$ cat src/rtl/des_key_search_ctrl_pkg.sv
// des_search_pkg: shared state encoding, default sizing and in-flight slot type
// for the DES key-search sequencer. Optional feature macro: DES_SEARCH_CNT_EN.
package des_search_pkg;
  localparam int KEY_W_DEF   = 56;
  localparam int LATENCY_DEF = 4;
  // Widest key a slot can carry; narrower keys are zero-extended into it.
  localparam int SLOT_KEY_W  = 64;

  typedef enum logic [1:0] {
    IDLE   = 2'd0,
    SEARCH = 2'd1,
    DRAIN  = 2'd2,
    DONE   = 2'd3
  } state_e;

  typedef struct packed {
    logic                  valid;
    logic [SLOT_KEY_W-1:0] key;
  } slot_t;
endpackage

$ cat src/rtl/des_key_search_ctrl_if.sv
// Control/engine bundle for des_key_search_ctrl. slave = sequencer side,
// master = top-level control plus engine side. With DES_SEARCH_CNT_EN the
// bundle also carries keys_tried.
interface des_key_search_ctrl_if import des_search_pkg::*; #(
  parameter int KEY_W = KEY_W_DEF
);
  logic             start;
  logic             abort;
  logic [KEY_W-1:0] start_key;
  logic [KEY_W-1:0] end_key;
  logic             eng_ready;
  logic             match;
  logic [KEY_W-1:0] cand_key;
  logic             cand_valid;
  logic             busy;
  logic             done;
  logic             found;
  logic [KEY_W-1:0] found_key;
`ifdef DES_SEARCH_CNT_EN
  logic [KEY_W:0]   keys_tried;

  modport slave  (input  start, abort, start_key, end_key, eng_ready, match,
                  output cand_key, cand_valid, busy, done, found, found_key, keys_tried);
  modport master (output start, abort, start_key, end_key, eng_ready, match,
                  input  cand_key, cand_valid, busy, done, found, found_key, keys_tried);
`else
  modport slave  (input  start, abort, start_key, end_key, eng_ready, match,
                  output cand_key, cand_valid, busy, done, found, found_key);
  modport master (output start, abort, start_key, end_key, eng_ready, match,
                  input  cand_key, cand_valid, busy, done, found, found_key);
`endif
endinterface

$ cat src/rtl/des_key_search_ctrl_key_counter.sv
// key_counter: candidate-key register with load and wrap-around increment.
module key_counter import des_search_pkg::*; #(
  parameter int KEY_W = KEY_W_DEF
) (
  input  logic             clk,
  input  logic             rst,
  input  logic             load,
  input  logic             up,
  input  logic [KEY_W-1:0] din,
  output logic [KEY_W-1:0] q
);
  // load beats up; increment wraps modulo 2^KEY_W
  always_ff @(posedge clk) begin
    if (rst)       q <= '0;
    else if (load) q <= din;
    else if (up)   q <= q + 1'b1;
  end
endmodule

$ cat src/rtl/des_key_search_ctrl.sv
// des_key_search_ctrl: walks candidate keys start_key..end_key (inclusive,
// wrapping) into a fixed-latency DES engine, one per ready cycle, and pins a
// late match on the key that produced it. Macro DES_SEARCH_CNT_EN adds the
// keys_tried count of issued candidates.
module des_key_search_ctrl import des_search_pkg::*; #(
  parameter int KEY_W   = KEY_W_DEF,
  parameter int LATENCY = LATENCY_DEF
) (
  input  logic                  clk,
  input  logic                  rst,
  des_key_search_ctrl_if.slave  bus
);
  state_e           state;
  logic [KEY_W-1:0] end_q, cnt, found_key_q;
  logic             found_q, accept, last, hit, flush, inflight;
  slot_t            head, tail;
  logic             slot_unused;

  assign accept         = bus.start && !bus.abort && (state == IDLE || state == DONE);
  assign bus.cand_valid = (state == SEARCH) && bus.eng_ready;
  assign bus.cand_key   = cnt;
  assign bus.busy       = (state == SEARCH) || (state == DRAIN);
  assign bus.done       = (state == DONE);
  assign bus.found      = found_q;
  assign bus.found_key  = found_key_q;

  assign last  = bus.cand_valid && (cnt == end_q);
  assign hit   = tail.valid && bus.match && (state == SEARCH || state == DRAIN);
  assign flush = bus.abort || hit;
  assign head  = {bus.cand_valid, SLOT_KEY_W'(cnt)};
  // slot bits above KEY_W only ever hold zero extension
  assign slot_unused = ^(tail.key >> KEY_W);

  key_counter #(.KEY_W(KEY_W)) u_cnt (
    .clk  (clk),
    .rst  (rst),
    .load (accept),
    .up   (bus.cand_valid),
    .din  (bus.start_key),
    .q    (cnt)
  );

  // The current issue is the head slot; LATENCY-1 registered slots behind it
  // carry older keys, so the tail lines up with the engine's match output.
  generate
    if (LATENCY > 1) begin : g_sr
      slot_t sr [LATENCY-1];

      // shift in every cycle; abort or a hit throws away all live keys
      always_ff @(posedge clk) begin
        if (rst || flush) begin
          for (int i = 0; i < LATENCY-1; i++) sr[i] <= '0;
        end else begin
          sr[0] <= head;
          for (int i = 1; i < LATENCY-1; i++) sr[i] <= sr[i-1];
        end
      end

      assign tail = sr[LATENCY-2];

      // any registered slot still awaiting its engine result
      always_comb begin
        inflight = 1'b0;
        for (int i = 0; i < LATENCY-1; i++) inflight = inflight | sr[i].valid;
      end
    end else begin : g_nosr
      assign tail     = head;
      assign inflight = 1'b0;
    end
  endgenerate

  // sequencing FSM and result capture; abort outranks everything except rst
  always_ff @(posedge clk) begin
    if (rst) begin
      state       <= IDLE;
      end_q       <= '0;
      found_q     <= 1'b0;
      found_key_q <= '0;
    end else if (bus.abort) begin
      state       <= IDLE;
      found_q     <= 1'b0;
      found_key_q <= '0;
    end else begin
      case (state)
        IDLE, DONE: if (bus.start) begin
          state       <= SEARCH;
          end_q       <= bus.end_key;
          found_q     <= 1'b0;
          found_key_q <= '0;
        end
        SEARCH: if (hit) begin
          state       <= DONE;
          found_q     <= 1'b1;
          found_key_q <= tail.key[KEY_W-1:0];
        end else if (last) begin
          state <= DRAIN;
        end
        DRAIN: if (hit) begin
          state       <= DONE;
          found_q     <= 1'b1;
          found_key_q <= tail.key[KEY_W-1:0];
        end else if (!inflight) begin
          state <= DONE;
        end
        default: state <= IDLE;
      endcase
    end
  end

`ifdef DES_SEARCH_CNT_EN
  logic [KEY_W:0] tried_q;

  // issued candidates since the last accepted start; holds once done
  always_ff @(posedge clk) begin
    if (rst || bus.abort || accept) tried_q <= '0;
    else if (bus.cand_valid)        tried_q <= tried_q + 1'b1;
  end

  assign bus.keys_tried = tried_q;
`else
  // keys_tried counter not built
`endif
endmodule
$ cat src/flat_wrapper.sv
// flat-port wrapper written by rule: the top's interface ports become plain ports
module des_key_search_ctrl_flat import des_search_pkg::*;
#(
  parameter int KEY_W   = KEY_W_DEF,
  parameter int LATENCY = LATENCY_DEF
)
  (clk, rst, bus_start, bus_abort, bus_start_key, bus_end_key, bus_eng_ready, bus_match, bus_cand_key, bus_cand_valid, bus_busy, bus_done, bus_found, bus_found_key);
  des_key_search_ctrl_if #(.KEY_W(KEY_W)) bus_i ();
  input  logic clk;
  input  logic rst;
  input wire logic [$bits(bus_i.start)-1:0] bus_start;
  input wire logic [$bits(bus_i.abort)-1:0] bus_abort;
  input wire logic [$bits(bus_i.start_key)-1:0] bus_start_key;
  input wire logic [$bits(bus_i.end_key)-1:0] bus_end_key;
  input wire logic [$bits(bus_i.eng_ready)-1:0] bus_eng_ready;
  input wire logic [$bits(bus_i.match)-1:0] bus_match;
  output wire logic [$bits(bus_i.cand_key)-1:0] bus_cand_key;
  output wire logic [$bits(bus_i.cand_valid)-1:0] bus_cand_valid;
  output wire logic [$bits(bus_i.busy)-1:0] bus_busy;
  output wire logic [$bits(bus_i.done)-1:0] bus_done;
  output wire logic [$bits(bus_i.found)-1:0] bus_found;
  output wire logic [$bits(bus_i.found_key)-1:0] bus_found_key;
  assign bus_i.start = bus_start;
  assign bus_i.abort = bus_abort;
  assign bus_i.start_key = bus_start_key;
  assign bus_i.end_key = bus_end_key;
  assign bus_i.eng_ready = bus_eng_ready;
  assign bus_i.match = bus_match;
  assign bus_cand_key = bus_i.cand_key;
  assign bus_cand_valid = bus_i.cand_valid;
  assign bus_busy = bus_i.busy;
  assign bus_done = bus_i.done;
  assign bus_found = bus_i.found;
  assign bus_found_key = bus_i.found_key;
  des_key_search_ctrl #(.KEY_W(KEY_W), .LATENCY(LATENCY)) u_core (.clk(clk), .rst(rst), .bus(bus_i));
endmodule
$ cat config.mk
export PLATFORM = sky130hd
export DESIGN_NAME = des_key_search_ctrl_flat
export DESIGN_NICKNAME = d
export VERILOG_FILES = /design/src/rtl/des_key_search_ctrl_pkg.sv /design/src/rtl/des_key_search_ctrl_if.sv /design/src/rtl/des_key_search_ctrl_key_counter.sv /design/src/rtl/des_key_search_ctrl.sv /design/src/flat_wrapper.sv
export SDC_FILE = /design/constraint.sdc
export NUM_CORES = 1
export LEC_CHECK = 0
export BUFFER_PORTS_ARGS = -buffer_cell sky130_fd_sc_hd__buf_2
export CELL_PAD_IN_SITES_DETAIL_PLACEMENT = 2
export CELL_PAD_IN_SITES_GLOBAL_PLACEMENT = 2
export CORE_ASPECT_RATIO = 0.8
export CORE_UTILIZATION = 30
export DETAILED_ROUTE_END_ITERATION = 7
export GPL_TIMING_DRIVEN = 0
export PLACE_DENSITY = 0.85
export RECOVER_POWER = 25
export SLEW_MARGIN = 20
export SYNTH_ARGS = -nofsm -noshare
export SYNTH_HDL_FRONTEND = slang
export SYNTH_HIERARCHICAL = 1
export SYNTH_SLANG_ARGS = --single-unit
$ cat constraint.sdc
create_clock -name clk -period 2.8 [get_ports clk]
set_input_delay 0.28 -clock clk [delete_from_list [all_inputs] [get_ports clk]]
set_output_delay 0.28 -clock clk [all_outputs]
set_load 0.01 [all_outputs]
==> results of run 1 <==
kinds of logic (layout without fill, tap and decap cells):
family | count (synthesis) | after routing
flip-flops | 342 | 342
multiplexers | 2 | 2
XOR/XNOR | 74 | 74
AO/OA/AOI/OAI | 211 | 211
AND/OR/NAND/NOR | 623 | 623
buffers and inverters | 130 | 462
adder cells (fa/ha/maj) | 4 | 4
cells in the final DEF (no fill, tap or decap), drive strengths merged, types with 3 or more instances in the layout:
master	count
dlygate4sd3	33
nor2	65
o31ai	3
nand2	194
ha	4
a311oi	16
inv	29
nor3	17
xnor2	42
and4	5
o221ai	3
nand2b	9
clkbuf	247
xor2	32
or4	3
clkinv	4
a21oi	123
and3	170
o2111ai	3
o21a	4
nand3	81
o21ai	14
nor4	12
buf	146
and2	5
dfxtp	342
nor2b	11
or3	13
a2111o	4
nand4	35
a211oi	31
area by class of cell:
cell class	count	area, sq um	share of cell area [%]
timing repair buffer	273	1410	8.91
clock inverter	9	128	0.807
buffer	100	400	2.53
tap	544	681	4.30
clock buffer	53	995	6.29
sequential	342	6850	43.3
inverter	27	101	0.641
multi-input combinational	914	5250	33.2
flip-flops by register name, summed over array words and instances, names as in the netlist:
name and count:
u_core/g_sr.sr 171, u_core/bus.found_key 56, u_core/bus.found 1, u_core/u_cnt/q 56
u_core/end_q 56, u_core/state 2
cell usage after synthesis, types with 2 or more instances:
library cell | number | share of area [%]
dfxtp_1 | 342 | 55
nand2_1 | 194 | 5.8
and3_1 | 169 | 8.4
a21oi_1 | 123 | 4.9
clkbuf_1 | 86 | 2.6
nand3_1 | 81 | 3.2
nor2_1 | 65 | 1.9
xnor2_1 | 42 | 2.9
nand4_1 | 33 | 1.6
xor2_1 | 32 | 2.2
a211oi_1 | 31 | 1.9
inv_1 | 25 | 0.75
a311oi_1 | 16 | 1.1
nor3_1 | 16 | 0.64
o21ai_0 | 14 | 0.56
or3_1 | 13 | 0.65
buf_1 | 11 | 0.33
nor2b_1 | 11 | 0.55
nor4_1 | 10 | 0.50
nand2b_1 | 9 | 0.45
and2_1 | 5 | 0.25
and4_1 | 5 | 0.35
buf_2 | 5 | 0.20
a2111o_1 | 4 | 0.36
ha_1 | 4 | 0.40
o21a_1 | 4 | 0.24
o2111ai_1 | 3 | 0.21
o221ai_1 | 3 | 0.21
o31ai_1 | 3 | 0.18
or4_1 | 3 | 0.18
a21o_1 | 2 | 0.12
a31oi_1 | 2 | 0.10
inv_2 | 2 | 0.060
mux2i_1 | 2 | 0.16
nand4_2 | 2 | 0.20
o21bai_1 | 2 | 0.12
o22ai_1 | 2 | 0.10
o31a_1 | 2 | 0.14
power by group:
group,switching (mW),internal [mW]
Clock,2.00,2.67
Sequential,0.245,5.00
Combinational,0.521,0.341
Total,2.76,8.01
worst max-delay path: cells and delay by family, from the launching register on:
kind / cells / cell delay [ns]
simple gates: 5 / 1.47
flops: 1 / 0.43
compound gates: 1 / 0.26
buf+inv: 1 / 0.19
fa+ha+maj: 1 / 0.26
worst min path at each step:
stage / startpoint / endpoint / slack, ns / depth (start not counted)
after global placement: u_core/g_sr.sr[0][185] / u_core/bus.found_key[55] / 0.43 / 2
after global routing: bus_end_key[29] / u_core/end_q[29] / 0.02 / 3
after detailed placement: u_core/g_sr.sr[0][185] / u_core/bus.found_key[55] / 0.43 / 2
after floorplan: bus_end_key[25] / u_core/end_q[25] / 0.42 / 2
final: bus_start_key[45] / u_core/u_cnt/q[45] / 0.01 / 3
after CTS: bus_end_key[6] / u_core/end_q[6] / 0.0008 / 3
per-layer routing:
metal,global-route usage [%],vias up
met5,0,-
met4,7.50,2
met3,3.71,77
met2,40.9,280
met1,29.6,5660
li1,-,5423
per-stage QoR:
step / utilization (%) / TNS (ns) / power, mW
finish: 38.7 / 0 / 10.8
global route: 38.7 / -0.0214 / 11.1
CTS: 39.0 / 0 / 10.9
detailed placement: 35.2 / -45.17 / 6.17
global placement: 35.2 / -37.26 / 6.12
floorplan: - / 0 / 5.69
what timing repair did:
item | in CTS | in global routing
setup endpoints to repair | 81 | 23
resized for setup | 23 | 10
endpoints found under the hold margin | 33 | 0
pin swaps | 4 | 1
setup buffers | 6 | 1
hold buffers | 33 | 0
==> results.md, run 1 <==
* Status: finished clean
* Nets at between 1500 and 2000
* CTS sink count at between 300 and 400
* Tightest hold margin at 0.0149 ns
* Row count at between 60 and 70
* Largest family of logic cells by synthesized area: simple AND/OR/NAND/NOR gates
* Total gr overflow at 0
* Yosys Warn Count at 6
* Placed cells at 2163
* Hpwl dp at 37400 microns
* Adder-Cell Fraction of Synth Area at less than 1%
* Starting Density at just over 30%
* Final Hold Vio Count at 0
* Required time of the worst setup path at around 3.3 ns
* Routed WL at between 50000 and 60000 microns
* I/O Buffers at roughly 230
* Syn_nets at ~1500
* Unique masters post-synth at 46
* Post-Syn Area at approximately 13000 sq um
* Final worst path period need at roughly 2.7 ns
* Clock tree buffer depth at 3
* Vias in the first global route at 12600
* Num CTS Buffers at 36
* I/O pin count at around 230
* Worst r2r path cells at 8
* Routed wl met2 at 24400 microns
* Post-place setup slack at -0.991 ns
* Max_cap viols at 0
* Crit path DAT at approximately 3.2 ns
* RR Startpoint: u_core/state[0]
* Post-Synth XOR/XNOR Area at under 10%
* Syn avg cell area at 9.04 sq um
* Root buf cell: clkbuf_16
* Startpoint type of the worst setup path: register
* Fmax at roughly 370 MHz
* Routed vias/inst at 5.06
* Flops & latches, synth at ~340
* Area Overhead vs Synth at 26.2%
* Number of flops mapped to enable cells by yosys at 0
* Core Region at between 40000 and 50000 sq um
* Die area at 42600 sq um
* DR top layer: met5
* Crit path launch: u_core/state[0]
* Crit path capture type: register
* Number of fill cells in the layout at ~4600
* Hold Path Class: primary input to register
* Remaining DRCs at 0
* # diodes at 0
* Register area share after synthesis at between 50% and 60%
* First drt pass iteration count at 4
* CTS tree: done
* Drt wl/cell at 22.2 microns
* Die H at 185 microns
* Period utilisation layout at approximately 100%
* Htree depth at 2
* Register-to-Register Setup Slack at approximately 0.074 ns
* Crit path max-delay cell type: or4_1
* Initial antenna violation count at 1
* Leakage Power at between 6 and 7 nW
* Synth Area in Simple Gates at roughly 25%
* Compound-gate portion of the synthesized area at between 10% and 20%
* ANT nets after route at 0
* Vias post-DR at 11400
* Class of the most critical setup path: register to register
* Post-DP Area at ~14000 sq um
* Worst skew pair latency at ~0.55 ns
* Slew Limit Fails at 0
* Worst ir drop on vdd at between 0.3 and 0.4 mV
* Final Setup Violations at 0
* RR Endpoint: u_core/u_cnt/q[32]
* Largest net degree at the start of global routing at 17
* Layout cells sized above 1 at between 10% and 20%
* DR iter-0 viols at 440
* Crit path largest cell delay at approximately 0.5 ns
* GRT Total Usage at 23.5%
* Post-synth ARST share at 0%
* Die Wd at about 230 microns
* Global-route wire length before repair at about 77000 microns
* Mux cell area share after synthesis at less than 1%
* Worst setup margin at about 0.074 ns
* CP max FO at 9
* Slew @ Worst Pin at about 0.76 ns
* Worst slew margin at a little under 50%
* Final instance area at 15800 sq um
* Final Skew at between 0.02 and 0.025 ns
* Critical Path End: u_core/u_cnt/q[32]
* M1 WL at between 20000 and 25000 microns
* Synth Instances at around 1400
* Post-Layout Cell Count at 2262
* Pwr dens at 682 nW/um^2
* Placer Congestion at about 0.86
* Worst-path cell chain: ha_2 -> and2_4 -> nand4_1 -> nor3_4 -> buf_4 -> nand3_1 -> or4_1 -> a311oi_1
* DR WL met3 at roughly 2000 microns
* Synth Flop Type: dfxtp_1
* Clock Pin Slew Worst Setup and Hold Paths at 0.07 ns
No activity file was read; power rests on OpenSTA's default activity.
==> inputs of run 2 (changes only) <==
Settings changed: CORE_MARGIN set to 10.
==> results.md, run 2 (same netlist as run 1, synthesis figures left out) <==
* Status: finished clean (unchanged)
* Global-route wire length before repair at 82100 microns (was 76500 microns)
* Routed vias/inst at 5.15 (was 5.06)
* Seq pwr share at 46.6% (was 48.7%)
* Fmax at 371 MHz (was 367 MHz)
* Worst r2r path cells at 8 (unchanged)
* RR Startpoint: u_core/state[0] (unchanged)
* RSZ-0062 raised after global routing: false
* Worst ir drop on vdd at 0.385 mV (was 0.335 mV)
* Initial antenna violation count at 1 (unchanged)
* Startpoint type of the worst setup path: register (unchanged)
* Htree depth at 2 (unchanged)
* ANT nets after route at 0 (unchanged)
* Routed WL at 54700 microns (was 50100 microns)
* Class of the most critical setup path: register to register (unchanged)
* Slew Limit Fails at 0 (unchanged)
* Layout cells sized above 1 at 13.1% (was 12.3%)
* Max FFs per register at 171 (unchanged)
* DR iter-0 viols at 653 (was 440)
* CTS tree: done (unchanged)
* Number of fill cells in the layout at 4593 (was 4640)
* Die Wd at 248 microns (was 230 microns)
* Pint at 8.43 mW (was 8.01 mW)
* Pwr dens at 712 nW/um^2 (was 682 nW/um^2)
* Num CTS Buffers at 36 (unchanged)
* Remaining DRCs at 0 (unchanged)
* I/O Buffers at 233 (unchanged)
* Largest net degree at the start of global routing at 17 (unchanged)
* Drt wl/cell at 24.3 microns (was 22.2 microns)
* Final worst path period need at 2.70 ns (was 2.73 ns)
* Max_cap viols at 0 (unchanged)
* Nets at 1800 (was 1816)
* Most common cell after layout, fill and taps aside: dfxtp_1 (unchanged)
* Core Region at 41000 sq um (was 40900 sq um)
* CTS sink count at 342 (unchanged)
* Vias post-DR at 11600 (was 11400)
* First drt pass iteration count at 5 (was 4)
* Critical Path End: u_core/u_cnt/q[20] (was u_core/u_cnt/q[32])
* Logic pwr share at 7.7% (was 8.0%)
* Slew @ Worst Pin at 0.812 ns (was 0.760 ns)
* Worst skew pair latency at 0.53 ns (was 0.55 ns)
* Starting Density at 30.6% (about the same)
* CP max FO at 8 (was 9)
* I/O pin count at 234 (unchanged)
* Final Setup Violations at 0 (unchanged)
* Vias in the first global route at 13100 (was 12600)
* Row count at 66 (unchanged)
* Setup TNS at 0 ns (unchanged)
* Area Overhead vs Synth at 26.3% (was 26.2%)
* Clock Pin Slew Worst Setup and Hold Paths at 0.06 ns (was 0.07 ns)
* Leakage Power at 6.35 nW (was 6.31 nW)
* Required time of the worst setup path at 3.23 ns (was 3.25 ns)
* Root buf cell: clkbuf_16 (unchanged)
* Crit path DAT at 3.13 ns (was 3.17 ns)
* Period utilisation layout at 96.3% (was 97.4%)
* Die area at 50400 sq um (was 42600 sq um)
* RR Endpoint: u_core/u_cnt/q[20] (was u_core/u_cnt/q[32])
* Die H at 203 microns (was 185 microns)
* Sw Pwr at 2.83 mW (was 2.76 mW)
* Final Power at 11.3 mW (was 10.8 mW)
* Hpwl dp at 40000 microns (was 37400 microns)
* Clock power frac at 45.8% (was 43.3%)
* GRT Total Usage at 20.6% (was 23.5%)
* Sw frac at 25.1% (was 25.6%)
* Final Hold Vio Count at 0 (unchanged)
* Crit path capture type: register (unchanged)
* Crit path launch: u_core/state[0] (unchanged)
* Register-to-Register Setup Slack at 0.10 ns (was 0.07 ns)
* Clock tree buffer depth at 3 (unchanged)
* Biggest register: u_core/g_sr.sr (unchanged)
* Placer Congestion at 0.884 (was 0.861)
* Hold Path Class: primary input to register (unchanged)
* Total gr overflow at 0 (unchanged)
* Final Skew at 0.00977 ns (was 0.0229 ns)
* Worst slew margin at 45.7% (was 49.2%)
* Most frequent cells in the layout: 341 x dfxtp_1, 193 x clkbuf_1, 193 x nand2_1, 169 x and3_1, 127 x buf_2 (was 340 x dfxtp_1, 202 x clkbuf_1, 193 x nand2_1, 169 x and3_1, 128 x buf_2)
-- run 2: final cells by class --
type | instances | area, sq um | share of cell area, %
well taps | 544 | 681 | 4.30
plain buffers | 100 | 410 | 2.59
multi-input cells | 914 | 5260 | 33.3
repair buffers | 257 | 1240 | 7.85
flip-flops and latches | 342 | 6850 | 43.3
clock buffers | 50 | 1050 | 6.66
inverters | 27 | 101 | 0.641
clock inverters | 15 | 220 | 1.39
diodes | 1 | 2.50 | 0.0158
-- run 2: per-layer routing --
metal	share of wire, %	track usage [%]	vias up
li1	-	-	5394
met1	44	25.0	5786
met2	49	36.2	320
met3	4.7	3.97	83
met4	2.5	6.22	0
met5	0	0	-
-- run 2: worst min path at each step --
stage / from / end / slack (ns) / cells after the start
2_1_floorplan: bus_end_key[25] / u_core/end_q[25] / 0.42 / 2
3_3_place_gp: u_core/g_sr.sr[0][185] / u_core/bus.found_key[55] / 0.43 / 2
3_5_place_dp: u_core/g_sr.sr[0][158] / u_core/bus.found_key[28] / 0.43 / 2
4_1_cts: bus_end_key[21] / u_core/end_q[21] / 0.002 / 3
5_1_grt: bus_end_key[46] / u_core/end_q[46] / 0.01 / 3
6_report: bus_end_key[1] / u_core/end_q[1] / 0.01 / 3
-- run 2: repair_timing --
action | in CTS | in global routing
pin swaps | 4 | 4
setup buffers | 4 | 5
hold endpoints to repair | 15 | 0
gates resized for setup | 24 | 10
endpoints found under the setup margin | 69 | 47
hold buffers | 15 | 0
-- run 2: per-stage QoR --
step | setup slack [ns] | hold WS (ns) | instances | instance area [sq um] | utilization, %
after floorplan | 0.206 | 0.416 | 1386 | 12500 | -
after global placement | -0.748 | 0.426 | 2163 | 14400 | 35.1
after detailed placement | -1.04 | 0.434 | 2163 | 14400 | 35.1
after CTS | 0.00938 | 0.00188 | 2244 | 15900 | 38.8
after global routing | 0.00514 | 0.0136 | 2250 | 15800 | 38.6
final | 0.103 | 0.0107 | 2250 | 15800 | 38.6
-- run 2: power by group through the flow --
stage | registers [mW] | logic, mW | clock network, mW
2_1_floorplan | 5.26 | 0.435 | 0
3_3_place_gp | 5.33 | 0.793 | 0
3_5_place_dp | 5.34 | 0.835 | 0
4_1_cts | 5.24 | 0.872 | 5.25
5_1_grt | 5.26 | 0.940 | 5.47
6_report | 5.25 | 0.864 | 5.15
-- run 2: worst max-delay path, stage by stage, from the launching register on --
cell      delay [ns]
dfxtp_1         0.42
ha_2            0.25
and2_4          0.25
nand4_1         0.21
buf_4           0.23
nor2_1          0.55
nand3_1         0.22
xor2_1          0.20
a211oi_1        0.27
==> inputs of run 3 (changes only) <==
Settings changed: CORE_UTILIZATION 30 to 31, CTS_BUF_LIST set to sky130_fd_sc_hd__clkbuf_2 sky130_fd_sc_hd__clkbuf_4 sky130_fd_sc_hd__clkbuf_8, PLACE_DENSITY 0.85 to 0.87.
==> results.md, run 3 (same netlist as run 1, synthesis figures left out) <==
* Status: finished clean (unchanged)
* Final worst path period need at 2.79 ns (was 2.70 ns)
* Required time of the worst setup path at 3.32 ns (was 3.23 ns)
* Area Overhead vs Synth at 32.2% (was 26.3%)
* I/O pin count at 234 (unchanged)
* Pint at 8.00 mW (was 8.43 mW)
* Hold Path Class: primary input to register (unchanged)
* RR Startpoint: u_core/state[1] (was u_core/state[0])
* Die H at 200 microns (was 203 microns)
* Tightest hold margin at 0.0317 ns (was 0.0107 ns)
* Leakage Power at 6.70 nW (was 6.35 nW)
* CTS sink count at 342 (unchanged)
* CP max FO at 8 (unchanged)
* Final instance area at 16600 sq um (was 15800 sq um)
* Row count at 65 (was 66)
* Core Region at 39700 sq um (was 41000 sq um)
* Max FFs per register at 171 (unchanged)
* Startpoint type of the worst setup path: register (unchanged)
* Post-DP Area at 14400 sq um (about the same)
* Global-route wire length before repair at 86500 microns (was 82100 microns)
* Most common cell after layout, fill and taps aside: dfxtp_1 (unchanged)
* Max_cap viols at 0 (unchanged)
* Seq pwr share at 48.2% (was 46.6%)
* Crit path max-delay cell type: nor2_1 (unchanged)
* Fin util at 41.7% (was 38.6%)
* Worst-path cell chain: inv_1 -> ha_1 -> and2_4 -> nand4_1 -> buf_4 -> nor2_1 -> nand3_1 -> xor2_1 -> a211oi_2 (was ha_2 -> and2_4 -> nand4_1 -> buf_4 -> nor2_1 -> nand3_1 -> xor2_1 -> a211oi_1)
* Worst slew margin at 46.7% (was 45.7%)
* Biggest register: u_core/g_sr.sr (unchanged)
* Hold Crit Start: bus_start_key[31] (was bus_end_key[1])
* Layout cells sized above 1 at 14.5% (was 13.1%)
* Nets at 1903 (was 1800)
* Htree depth at 2 (unchanged)
* Hpwl dp at 39500 microns (was 40000 microns)
* Period utilisation layout at 99.8% (was 96.3%)
* GRT Total Usage at 22.9% (was 20.6%)
* Routed WL at 58200 microns (was 54700 microns)
* Routed vias/inst at 5.17 (was 5.15)
* Placer Congestion at 0.926 (was 0.884)
* Slew Limit Fails at 0 (unchanged)
* Crit path capture type: register (unchanged)
* Clock power frac at 42.8% (was 45.8%)
* Pwr dens at 657 nW/um^2 (was 712 nW/um^2)
* Register-to-Register Setup Slack at 0.006 ns (was 0.10 ns)
* Sw Pwr at 2.89 mW (was 2.83 mW)
* Worst ir drop on vdd at 0.368 mV (was 0.385 mV)
* Slew @ Worst Pin at 0.793 ns (was 0.812 ns)
* Worst skew pair latency at 0.63 ns (was 0.53 ns)
* Class of the most critical setup path: register to register (unchanged)
* Total gr overflow at 0 (unchanged)
* Fmax at 358 MHz (was 371 MHz)
* Die area at 48900 sq um (was 50400 sq um)
* Vias in the first global route at 13600 (was 13100)
* ANT nets after route at 0 (unchanged)
* CTS tree: done (unchanged)
* Vias post-DR at 12200 (was 11600)
* Final Hold Vio Count at 0 (unchanged)
* I/O Buffers at 233 (unchanged)
* Clock tree buffer depth at 3 (unchanged)
* DR iter-0 viols at 731 (was 653)
* First drt pass iteration count at 5 (unchanged)
* Clock Pin Slew Worst Setup and Hold Paths at 0.07 ns (was 0.06 ns)
* Crit path DAT at 3.31 ns (was 3.13 ns)
* Number of fill cells in the layout at 4373 (was 4593)
* Crit path largest cell delay at 0.51 ns (was 0.55 ns)
* Root buf cell: clkbuf_8 (was clkbuf_16)
* Bufs and invs on worst path at 2 (was 1)
* Largest net degree at the start of global routing at 17 (unchanged)
* Drt wl/cell at 24.7 microns (was 24.3 microns)
* Initial antenna violation count at 4 (was 1)
* Remaining DRCs at 0 (unchanged)
* Crit path launch: u_core/state[1] (was u_core/state[0])
* Starting Density at 31.6% (was 30.6%)
* Final Skew at 0.0375 ns (was 0.00977 ns)
* Post-place setup slack at -1.01 ns (was -1.04 ns)
* Sw frac at 26.6% (was 25.1%)
* Num CTS Buffers at 55 (was 36)
* Cell family with most CP delay: simple AND/OR/NAND/NOR gates (unchanged)
* Die Wd at 245 microns (was 248 microns)
* Logic pwr share at 9.0% (was 7.7%)
* Setup TNS at 0 ns (unchanged)
* Final Setup Violations at 0 (unchanged)
* Most frequent cells in the layout: 340 x dfxtp_1, 193 x nand2_1, 186 x clkbuf_1, 169 x and3_1, 128 x buf_2 (was 341 x dfxtp_1, 193 x clkbuf_1, 193 x nand2_1, 169 x and3_1, 127 x buf_2)
* Worst setup margin at 0.00606 ns (was 0.103 ns)
run 3: repair_timing:
action | in CTS | in global routing
hold endpoints to repair | 98 | 0
resized for setup | 23 | 12
hold buffers | 98 | 0
setup endpoints to repair | 83 | 63
buffers inserted | 7 | 3
pin swaps | 4 | 4
run 3: path summary, 6_finish.rpt:
path | endpoint | cells after the start
min reg2reg | u_core/bus.found_key[26] | 2
max | u_core/u_cnt/q[20] | 9
max reg2reg | u_core/u_cnt/q[20] | 9
min | u_core/u_cnt/q[31] | 3
run 3: worst min-delay path, cell delays in order:
cell      delay, ns
buf_2          0.12
nor2_1         0.10
a211oi_1       0.06
run 3: layout make-up:
| cell class | count | area [sq um] | area share (%) |
|---|---|---|---|
| Clock buffer | 86 | 1100 | 6.65 |
| Sequential cell | 342 | 6850 | 41.3 |
| Antenna cell | 2 | 5.00 | 0.0302 |
| Tap cell | 536 | 671 | 4.05 |
| Inverter | 27 | 101 | 0.612 |
| Buffer | 100 | 408 | 2.46 |
| Timing Repair Buffer | 341 | 2080 | 12.6 |
| Multi-Input combinational cell | 914 | 5260 | 31.8 |
| Clock inverter | 8 | 82.6 | 0.499 |
run 3: per-stage QoR:
stage               power, mW  std cells
floorplan                5.69       1386
global placement         6.13       2155
detailed placement       6.17       2155
CTS                      10.9       2351
global route             11.3       2356
finish                   10.9       2356
run 3: power by group through the flow:
stage	logic, mW	registers [mW]	clock network, mW
detailed placement	0.833	5.34	0
global placement	0.794	5.33	0
floorplan	0.435	5.26	0
global route	1.06	5.26	4.99
finish	0.985	5.25	4.66
CTS	0.958	5.24	4.73
run 3: layer usage:
| layer | track usage, % | vias up | part of all wire [%] |
|---|---|---|---|
| met1 | 26.7 | 6042 | 42 |
| met3 | 4.95 | 124 | 5.5 |
| met5 | 0 | - | 0.012 |
| li1 | - | 5595 | - |
| met4 | 7.76 | 2 | 3.1 |
| met2 | 41.2 | 413 | 50 |
